--- config.mk ---
export PLATFORM = sky130hd
export DESIGN_NAME = hb_wt_join_flat
export DESIGN_NICKNAME = d
export VERILOG_FILES = /design/src/rtl/hb_wt_join_pkg.sv /design/src/rtl/hb_wt_join_if.sv /design/src/rtl/hb_wt_join.sv /design/src/flat_wrapper.sv
export SDC_FILE = /design/constraint.sdc
export NUM_CORES = 1
export LEC_CHECK = 0
export CAP_MARGIN = 0
export CORE_MARGIN = 1
export CORE_UTILIZATION = 59
export CTS_BUF_LIST = sky130_fd_sc_hd__clkbuf_4 sky130_fd_sc_hd__clkbuf_8
export DETAILED_ROUTE_END_ITERATION = 8
export GPL_ROUTABILITY_DRIVEN = 0
export GPL_TIMING_DRIVEN = 0
export PLACE_DENSITY = 0.87
export SYNTH_ARGS = -nofsm -noshare
export SYNTH_HDL_FRONTEND = slang
export SYNTH_SLANG_ARGS = --single-unit
--- constraint.sdc ---
create_clock -name clk -period 11.4 [get_ports clk]
set_clock_uncertainty 0.1 [all_clocks]
set_input_delay 1.71 -clock clk [delete_from_list [all_inputs] [get_ports clk]]
set_output_delay 1.71 -clock clk [all_outputs]
set_load 0.05 [all_outputs]
--- src/rtl/hb_wt_join_pkg.sv ---
// Shared definitions for the two-digit BCD key-entry joiner.
// Holds the FSM state encoding, the digit and limit constants, and the
// shift-add tens/ones combiner used by the top module.
package hb_wt_join_pkg;

  // FSM state encoding (2-bit, legacy-compatible constants)
  localparam logic [1:0] ST_IDLE   = 2'd0;
  localparam logic [1:0] ST_WAIT_B = 2'd1;
  localparam logic [1:0] ST_CHECK  = 2'd2;

  // Largest legal BCD digit
  localparam logic [3:0] MAX_DIGIT = 4'd9;

  // Typical LIMIT settings: minutes/seconds and hours
  localparam logic [5:0] LIMIT_MS = 6'd59;
  localparam logic [5:0] LIMIT_HR = 6'd23;

  // tens*10 + ones as (tens<<3)+(tens<<1)+ones at 7-bit width.
  // The widest legal result is 99, so 7 bits never overflow.
  function automatic logic [6:0] bcd_join(input logic [3:0] tens,
                                          input logic [3:0] ones);
    logic [6:0] t;
    logic [6:0] o;
    t = {3'b000, tens};
    o = {3'b000, ones};
    return (t << 3) + (t << 1) + o;
  endfunction

endpackage

--- src/rtl/hb_wt_join_if.sv ---
// Bundle of key-entry and result signals for hb_wt_join.
// master: the keypad/controller side (drives key_valid, key_digit, clear, limit).
// slave : the joiner (drives number, num_valid, err, dig_a, dig_b, busy).
interface hb_wt_join_if;

  logic       key_valid;
  logic [3:0] key_digit;
  logic       clear;
  logic [5:0] limit;
  logic [5:0] number;
  logic       num_valid;
  logic       err;
  logic [3:0] dig_a;
  logic [3:0] dig_b;
  logic       busy;

  modport master (
    output key_valid, key_digit, clear, limit,
    input  number, num_valid, err, dig_a, dig_b, busy
  );

  modport slave (
    input  key_valid, key_digit, clear, limit,
    output number, num_valid, err, dig_a, dig_b, busy
  );

endinterface

--- src/rtl/hb_wt_join.sv ---
// Joins a tens digit and a ones digit from a keypad into a 6-bit binary value,
// range-checked against a run-time limit; result or error one edge after the
// second key.
// Ports: clk, rst (async active-high), bus (hb_wt_join_if.slave): key_valid /
// key_digit / clear / limit in; number / num_valid / err / dig_a / dig_b / busy out.
module hb_wt_join
  import hb_wt_join_pkg::*;
#(
  parameter int TIMEOUT_CYC = 50000
) (
  input  logic           clk,
  input  logic           rst,
  hb_wt_join_if.slave    bus
);

  // Counter only needs to reach TIMEOUT_CYC-1
  localparam int CW = (TIMEOUT_CYC > 1) ? $clog2(TIMEOUT_CYC) : 1;
  localparam logic [CW-1:0] CNT_LAST = CW'(TIMEOUT_CYC - 1);

  logic [1:0]    state;
  logic [CW-1:0] cnt;
  logic [5:0]    number;
  logic          num_valid;
  logic          err;
  logic [3:0]    dig_a;
  logic [3:0]    dig_b;
  logic [6:0]    value;
  logic          digit_ok;

  assign digit_ok = (bus.key_digit <= MAX_DIGIT);
  assign value    = bcd_join(dig_a, dig_b);

  always_ff @(posedge clk or posedge rst) begin
    if (rst) begin
      state     <= ST_IDLE;
      cnt       <= '0;
      number    <= '0;
      num_valid <= 1'b0;
      err       <= 1'b0;
      dig_a     <= '0;
      dig_b     <= '0;
    end else begin
      // Pulses are single-cycle; only the branches below raise them
      num_valid <= 1'b0;
      err       <= 1'b0;

      case (state)
        ST_IDLE: begin
          if (bus.clear) begin
            dig_a <= '0;
            dig_b <= '0;
          end else if (bus.key_valid) begin
            if (digit_ok) begin
              dig_a <= bus.key_digit;
              dig_b <= '0;
              cnt   <= '0;
              state <= ST_WAIT_B;
            end else begin
              err   <= 1'b1;
              dig_a <= '0;
              dig_b <= '0;
            end
          end
        end

        ST_WAIT_B: begin
          if (bus.clear) begin
            dig_a <= '0;
            dig_b <= '0;
            state <= ST_IDLE;
          end else if (bus.key_valid) begin
            if (digit_ok) begin
              dig_b <= bus.key_digit;
              state <= ST_CHECK;
            end else begin
              err   <= 1'b1;
              dig_a <= '0;
              dig_b <= '0;
              state <= ST_IDLE;
            end
          end else if (cnt == CNT_LAST) begin
            // Ones digit never arrived: abandon the entry
            err   <= 1'b1;
            dig_a <= '0;
            dig_b <= '0;
            state <= ST_IDLE;
          end else begin
            cnt <= cnt + 1'b1;
          end
        end

        ST_CHECK: begin
          // Keys arriving here are dropped; clear still wins
          if (bus.clear) begin
            dig_a <= '0;
            dig_b <= '0;
          end else if (value <= {1'b0, bus.limit}) begin
            number    <= value[5:0];
            num_valid <= 1'b1;
          end else begin
            err   <= 1'b1;
            dig_a <= '0;
            dig_b <= '0;
          end
          state <= ST_IDLE;
        end

        default: begin
          dig_a <= '0;
          dig_b <= '0;
          state <= ST_IDLE;
        end
      endcase
    end
  end

  assign bus.number    = number;
  assign bus.num_valid = num_valid;
  assign bus.err       = err;
  assign bus.dig_a     = dig_a;
  assign bus.dig_b     = dig_b;
  assign bus.busy      = (state != ST_IDLE);

endmodule

--- src/flat_wrapper.sv ---
// flat-port wrapper written by rule: the top's interface ports become plain ports
module hb_wt_join_flat import hb_wt_join_pkg::*;
#(
  parameter int TIMEOUT_CYC = 50000
)
  (clk, rst, bus_key_valid, bus_key_digit, bus_clear, bus_limit, bus_number, bus_num_valid, bus_err, bus_dig_a, bus_dig_b, bus_busy);
  hb_wt_join_if bus_i ();
  input  logic clk;
  input  logic rst;
  input wire logic [$bits(bus_i.key_valid)-1:0] bus_key_valid;
  input wire logic [$bits(bus_i.key_digit)-1:0] bus_key_digit;
  input wire logic [$bits(bus_i.clear)-1:0] bus_clear;
  input wire logic [$bits(bus_i.limit)-1:0] bus_limit;
  output wire logic [$bits(bus_i.number)-1:0] bus_number;
  output wire logic [$bits(bus_i.num_valid)-1:0] bus_num_valid;
  output wire logic [$bits(bus_i.err)-1:0] bus_err;
  output wire logic [$bits(bus_i.dig_a)-1:0] bus_dig_a;
  output wire logic [$bits(bus_i.dig_b)-1:0] bus_dig_b;
  output wire logic [$bits(bus_i.busy)-1:0] bus_busy;
  assign bus_i.key_valid = bus_key_valid;
  assign bus_i.key_digit = bus_key_digit;
  assign bus_i.clear = bus_clear;
  assign bus_i.limit = bus_limit;
  assign bus_number = bus_i.number;
  assign bus_num_valid = bus_i.num_valid;
  assign bus_err = bus_i.err;
  assign bus_dig_a = bus_i.dig_a;
  assign bus_dig_b = bus_i.dig_b;
  assign bus_busy = bus_i.busy;
  hb_wt_join #(.TIMEOUT_CYC(TIMEOUT_CYC)) u_core (.clk(clk), .rst(rst), .bus(bus_i));
endmodule
==> qor.csv, run 1 <==
stage,metric,value,unit
synthesis,netlist.top_cell.by_area,dfrtp_1,
final_layout,syn2layout_area_growth,22.1,%
grt,grt_pass1_vias,1537,
grt,grt_busiest_layer,met2,
clocking,cts_sinks,34,
clocking,path_clk_slew,110,ps
place,dp_slack,6650,ps
flow_run,cap_violations,0,
clocking,clk-insertion-delay-late,340,ps
pwr,power.density,115,nW/um^2
final_layout,final_cells,266,
synthesis,synth-compound-area-share,6.27,%
synthesis,synth-xor-area-share,7.69,%
setup_path,critical_path.startpoint_type,input pin,
detailed_routing,postRouteWirelength,3.96,mm
sta,rsz0062_at_grt,false,
final_layout,diodes,0,
final_layout,fin_util,76.8,%
clocking,clock_path_buffers,2,
sta,report.final.slew_viol_count,0,
synthesis,synth_seq_cells,34,
clocking,cts_resized,0,
final_layout,fin_nets,251,
synthesis,synth_most_common_cell,dfrtp_1,
sta,period_share,38.1,%
final_layout,nFillCells,215,
floorplanning,num_rows,20,
sta,fin_setup_tns,0,ps
sta,fmax,0.230,GHz
synthesis,syn_area,1940,sq um
setup_path,critPathArrivalTime,4490,ps
clocking,cts_hold_buf,0,
sta,fin_ws,7050,ps
pwr,p_leak,1.17,nW
synthesis,async_flop_share,100,%
synthesis,ys_types,38,
place,placed_area,2280,sq um
setup_path,cp-end-kind,flop,
final_layout,drive_above_1_share,11.7,%
final_layout,seqCellArea,851,sq um
pwr,finalPower,0.271,mW
clocking,post-cts-setup-buffer-count,0,
grt,grt_usage,26.8,%
grt,grt_pass1_wl,6.75,mm
synthesis,yosys.area.top_type_share,44.0,%
grt,antenna_found_initial,0,
synthesis,synth_top_family_by_area,simple AND/OR/NAND/NOR gates,
final_layout,fin_area,2360,sq um
synthesis,syn_avg_cell_area,10.5,sq um
clocking,htreeDepth,2,
hold_path,hold_class,reg2reg,
detailed_routing,vias_per_cell,5.51,
grt,use_met2,49.0,%
sta,tightestPinTransition,876,ps
sta,setup_violations,0,
synthesis,synthMuxAreaShare,6.92,%
grt,grt_max_degree,35,
synthesis,synth.top_cells.by_count,"dfrtp_1, nor2_1, ha_1, nand2_1, xor2_1",
place,portBuffers,29,
detailed_routing,wl_per_cell,14.9,um
detailed_routing,antenna_left,0,
synthesis,yosys-top-cells-area,"dfrtp_1, ha_1, xor2_1",
setup_path,crit_path_max_fanout,9,
outcome,outcome,finished clean,
setup_path,crit_required,11540,ps
floorplanning,initial_core_util,62.9,%
detailed_routing,drt_iter0_drc,48,
clocking,cts_tree,done,
final_layout,multi_input_area,1020,sq um
sta,period_needed,4350,ps
floorplanning,die_y,59.3,um
pwr,peakVddDrop,0.0000990,V
sta,slew-limit-headroom,41.0,%
sta,fin_hold_ws,423,ps
synthesis,postSynthCellCount,185,
floorplanning,dieWidth,59.3,um
place,hpwl,3.06,mm
synthesis,yosys.area_share.simple,20.7,%
floorplanning,dieArea,3510,sq um
grt,overflow,0,
detailed_routing,drtPass1Iterations,4,
setup_path,crit_type,in2reg,
grt,met3_usage,6.55,%
floorplanning,io_pins,31,
detailed_routing,num_vias,1466,
sta,hold_viol_final,0,
grt,use_met1,29.9,%
floorplanning,core-area,3080,sq um
synthesis,yosys_warnings,0,
place,place_inst,258,
synthesis,synth-edff-count,0,
synthesis,synthFlopType,dfrtp_1,
clocking,numCtsBuffers,5,
clocking,cts-root-buf,clkbuf_4,
synthesis,synth_fp_nets,215,
synthesis,ys_seq_area_share,44.0,%
synthesis,synthAdderAreaFrac,11.1,%
detailed_routing,post-route-drc-count,0,
[routing by layer]
metal,vias up,part of all wire [%]
met2,34,51
met1,708,43
met5,-,0
met3,10,3.6
li1,714,-
met4,0,1.9
[report_power, final]
| part | switching, mW | internal [mW] | leakage [nW] |
|---|---|---|---|
| logic | 0.0305 | 0.0210 | 0.658 |
| registers | 0.00359 | 0.125 | 0.470 |
| clock network | 0.0402 | 0.0513 | 0.0463 |
| total | 0.0742 | 0.197 | 1.17 |
[cells by family (layout without fill, tap and decap cells)]
family | after synthesis | in the layout
mux | 11 | 11
flops | 34 | 34
simple gates | 73 | 73
xor+xnor | 17 | 17
compound gates | 18 | 18
buf+inv | 16 | 53
fa+ha+maj | 16 | 16
[final timing paths]
check,startpoint,endpoint,slack [ps],cells past startpoint
max in group asynchronous,rst,u_core.cnt[15],9020,2
worst min register to register,u_core.bus.number[2],u_core.bus.number[2],420,1
worst max register to register,u_core.bus.dig_b[3],u_core.bus.dig_a[2],7160,13
min in group asynchronous,rst,u_core.bus.number[1],1710,2
worst min-delay path,u_core.bus.number[2],u_core.bus.number[2],420,1
worst max-delay path,bus_limit[4],u_core.bus.dig_a[2],7050,10
[worst max-delay path: stages]
cell             delay [ps]
clkdlybuf4s50_1         450
inv_1                    40
ha_1                    310
a21o_1                  180
a21oi_1                 160
a21oi_1                 130
nor4b_2                 790
or4_1                   230
buf_2                   170
mux2_4                  310
[layout make-up]
class	count	area share, %
Inverter	11	1.75
Buffer	5	1.01
Tap cell	44	2.33
Clock buffer	7	2.22
Timing Repair Buffer	29	12.3
Sequential cell	34	36.0
Multi-Input combinational cell	135	43.1
Clock inverter	1	1.27
[cells in the final DEF, fill, tap and decap left out, types with 3 or more instances in the layout]
| master | count |
|---|---|
| a21o_1 | 4 |
| a21oi_1 | 6 |
| a32o_1 | 3 |
| and3_1 | 5 |
| clkbuf_1 | 3 |
| clkbuf_4 | 7 |
| clkdlybuf4s50_1 | 29 |
| dfrtp_1 | 34 |
| ha_1 | 14 |
| inv_1 | 10 |
| mux2_2 | 7 |
| mux2_4 | 3 |
| nand2_1 | 14 |
| nand3_1 | 9 |
| nor2_1 | 21 |
| nor3_1 | 5 |
| o21ai_0 | 3 |
| xnor2_1 | 4 |
| xor2_1 | 13 |
[flip-flops by register name (all words and copies together), names as in the netlist]
signal                cells
u_core.cnt               16
u_core.bus.number         6
u_core.bus.num_valid      1
u_core.state              2
u_core.bus.err            1
u_core.bus.dig_a          4
u_core.bus.dig_b          4
Power figures use the tool's default switching activity.
==> run 2: changes to the inputs <==
Settings changed: CORE_UTILIZATION 59 to 50, PLACE_DENSITY 0.87 to 0.78.
Clock period 11.4 ns to 3.8 ns, I/O delays scaled along.
==> qor.csv, run 2 (synthesized netlist as in run 1, its figures left out) <==
stage,metric,value,unit,change
clocking,htreeDepth,2,,unchanged
sta,rsz0062_at_grt,false,,unchanged
sta,period_needed,3690,ps,
detailed_routing,wl_per_cell,13.6,um,was 14.9 um
setup_path,crit_end,u_core.bus.dig_a[0],,was u_core.bus.dig_a[2]
sta,period_share,97.0,%,
pwr,p_leak,1.20,nW,was 1.17 nW
pwr,p_sw,0.231,mW,was 0.0742 mW
hold_path,min_path_cells,1,,unchanged
detailed_routing,drt_iter0_drc,44,,was 48
setup_path,r2r_start,u_core.bus.dig_a[0],,was u_core.bus.dig_b[3]
pwr,finalPower,0.893,mW,was 0.271 mW
floorplanning,dieWidth,64.2,um,was 59.3 um
pwr,peakVddDrop,0.000311,V,was 0.0000990 V
place,place_inst,262,,was 258
clocking,cts_sinks,34,,unchanged
grt,grt_usage,21.1,%,was 26.8%
sta,slew-limit-headroom,34.9,%,was 41.0%
setup_path,slowest_stage,fa_1,,was nor4b_2
setup_path,r2r_slack,110,ps,was 7160 ps
detailed_routing,drtPass1Iterations,4,,unchanged
place,portBuffers,29,,unchanged
grt,overflow,0,,unchanged
sta,report.final.slew_viol_count,0,,unchanged
detailed_routing,post-route-drc-count,0,,unchanged
clocking,numCtsBuffers,5,,unchanged
floorplanning,dieArea,4120,sq um,was 3510 sq um
grt,antenna_found_initial,0,,unchanged
setup_path,crit_chain,"fa_1, ha_1, a21o_1, a21oi_2, xnor2_1, ha_1, nand3_1, a21o_1, a21oi_2, nor4b_4, or4_1, buf_6, mux2_4",,"was clkdlybuf4s50_1, inv_1, ha_1, a21o_1, a21oi_1, a21oi_1, nor4b_2, or4_1, buf_2, mux2_4"
final_layout,diodes,0,,unchanged
pwr,seq_power_share,43.2,%,was 47.3%
setup_path,critical_path.startpoint_type,flop,,was input pin
pwr,p_sw_share,25.9,%,was 27.4%
pwr,power.density,365,nW/um^2,was 115 nW/um^2
setup_path,crit_path_max_fanout,4,,was 9
detailed_routing,vias_per_cell,5.18,,was 5.51
floorplanning,io_pins,31,,unchanged
grt,grt_pass1_vias,1413,,was 1537
floorplanning,num_rows,22,,was 20
detailed_routing,postRouteWirelength,3.70,mm,was 3.96 mm
setup_path,cp-end-kind,flop,,unchanged
final_layout,largestRegisters,"u_core.cnt: 16 flops, u_core.bus.number: 6 flops",,unchanged
final_layout,top_register,u_core.cnt,,unchanged
sta,tightestPinTransition,968,ps,was 876 ps
hold_path,hold_class,reg2reg,,unchanged
clocking,clock_path_buffers,2,,unchanged
setup_path,worstReg2RegEnd,u_core.bus.dig_a[0],,was u_core.bus.dig_a[2]
place,hpwl,2.71,mm,was 3.06 mm
pwr,power.internal,0.662,mW,was 0.197 mW
clocking,cts_tree,done,,unchanged
setup_path,crit_required,3880,ps,was 11540 ps
final_layout,nFillCells,303,,was 215
detailed_routing,num_vias,1410,,was 1466
detailed_routing,antenna_left,0,,unchanged
setup_path,critPathArrivalTime,3760,ps,was 4490 ps
outcome,outcome,finished clean,,unchanged
place,dp_slack,-95.1,ps,was 6650 ps
final_layout,fin_nets,253,,was 251
sta,setup_violations,0,,unchanged
final_layout,largest_register_ffs,16,,unchanged
setup_path,crit_path_start,u_core.bus.dig_a[0],,was bus_limit[4]
setup_path,crit_type,reg2reg,,was in2reg
grt,grt_max_degree,35,,unchanged
clocking,clk-insertion-delay-late,290,ps,was 340 ps
final_layout,multi_input_area,1040,sq um,was 1020 sq um
final_layout,drive_above_1_share,14.7,%,was 11.7%
setup_path,critPathMaxStageDelay,530,ps,was 790 ps
sta,hold_viol_final,0,,unchanged
grt,grt_pass1_wl,6.62,mm,was 6.75 mm
final_layout,mostFrequentLayoutCells,"dfrtp_1, clkdlybuf4s50_1, nor2_1, nand2_1, ha_1",,unchanged
final_layout,syn2layout_area_growth,26.4,%,was 22.1%
pwr,clockPowerShare,39.2,%,was 33.7%
pwr,combPwrFrac,17.6,%,was 19.0%
floorplanning,core-area,3690,sq um,was 3080 sq um
final_layout,final_cells,272,,was 266
floorplanning,die_y,64.2,um,was 59.3 um
final_layout,mostFrequentLayoutCell,dfrtp_1,,unchanged
sta,fmax,0.271,GHz,
setup_path,reg2regPathDepth,13,,unchanged
flow_run,cap_violations,0,,unchanged
clocking,cts-root-buf,clkbuf_8,,was clkbuf_4
floorplanning,initial_core_util,52.5,%,was 62.9%
final_layout,seqCellArea,855,sq um,was 851 sq um
sta,fin_ws,113,ps,was 7050 ps
clocking,path_clk_slew,80,ps,was 110 ps
[run 2: cell types whose count changed in the layout (fill, tap and decap cells not counted)]
cell	before	now
clkbuf_4	7	1
buf_4	1	3
clkbuf_8	0	6
buf_2	1	0
nor4b_4	0	1
dfrtp_2	0	3
a21oi_2	0	2
dfrtp_1	34	31
nor4b_2	1	0
buf_6	0	1
a21oi_1	6	4
[run 2: layout make-up]
cell class,instances,area share [%]
multi-input combinational,135,42.3
sequential,34,34.9
timing repair buffer,31,12.5
clock buffer,7,3.68
tap,48,2.45
inverter,11,1.69
clock inverter,1,1.23
buffer,5,1.23
[run 2: power by group through the flow]
| stage | Combinational [mW] | Clock, mW | Sequential [mW] |
|---|---|---|---|
| final | 0.157 | 0.350 | 0.385 |
| after global routing | 0.173 | 0.375 | 0.387 |
| after CTS | 0.155 | 0.359 | 0.386 |
| after detailed placement | 0.154 | 0 | 0.393 |
| after global placement | 0.151 | 0 | 0.392 |
| after floorplan | 0.0714 | 0 | 0.423 |
[run 2: worst min-delay path by stage]
stage                                    start                   end
after floorplan                  u_core.cnt[1]         u_core.cnt[1]
after global placement    u_core.bus.number[3]  u_core.bus.number[3]
after detailed placement  u_core.bus.number[2]  u_core.bus.number[2]
after CTS                 u_core.bus.number[2]  u_core.bus.number[2]
after global routing      u_core.bus.number[2]  u_core.bus.number[2]
final                     u_core.bus.number[2]  u_core.bus.number[2]
[run 2: per-stage QoR]
stage | hold WS [ps] | cell area [sq um] | setup TNS, ps | util, %
3_5_place_dp | 398 | 2300 | -266 | 62.4
4_1_cts | 412 | 2430 | 0 | 65.9
3_3_place_gp | 389 | 2300 | -214 | 62.4
6_report | 409 | 2450 | 0 | 66.4
2_1_floorplan | 376 | 1950 | 0 | -
5_1_grt | 425 | 2450 | 0 | 66.4
[run 2: layer usage]
metal | share of wire (%) | wire length, um | track usage (%) | vias up
met4 | 1.8 | 67 | 7.22 | 0
met2 | 49 | 1830 | 34.8 | 33
li1 | - | - | - | 715
met5 | 0 | 0 | 0 | -
met3 | 3.8 | 142 | 5.18 | 9
met1 | 45 | 1660 | 27.1 | 653
[run 2: critical path: cells and delay by family, from the launching register on]
kind                     cells  cell delay (ps)
adder cells (fa/ha/maj)      3             1140
multiplexers                 1              290
AO/OA/AOI/OAI                4              700
XOR/XNOR                     1              100
buffers and inverters        1              150
AND/OR/NAND/NOR              3              660
flip-flops                   1              420
[run 2: what timing repair did]
item / 4_1_cts / 5_1_grt
setup buffers: 1 / 1
pin swaps: 1 / 4
setup endpoints to repair: 3 / 3
hold buffers: 0 / 0
resized for setup: 0 / 4
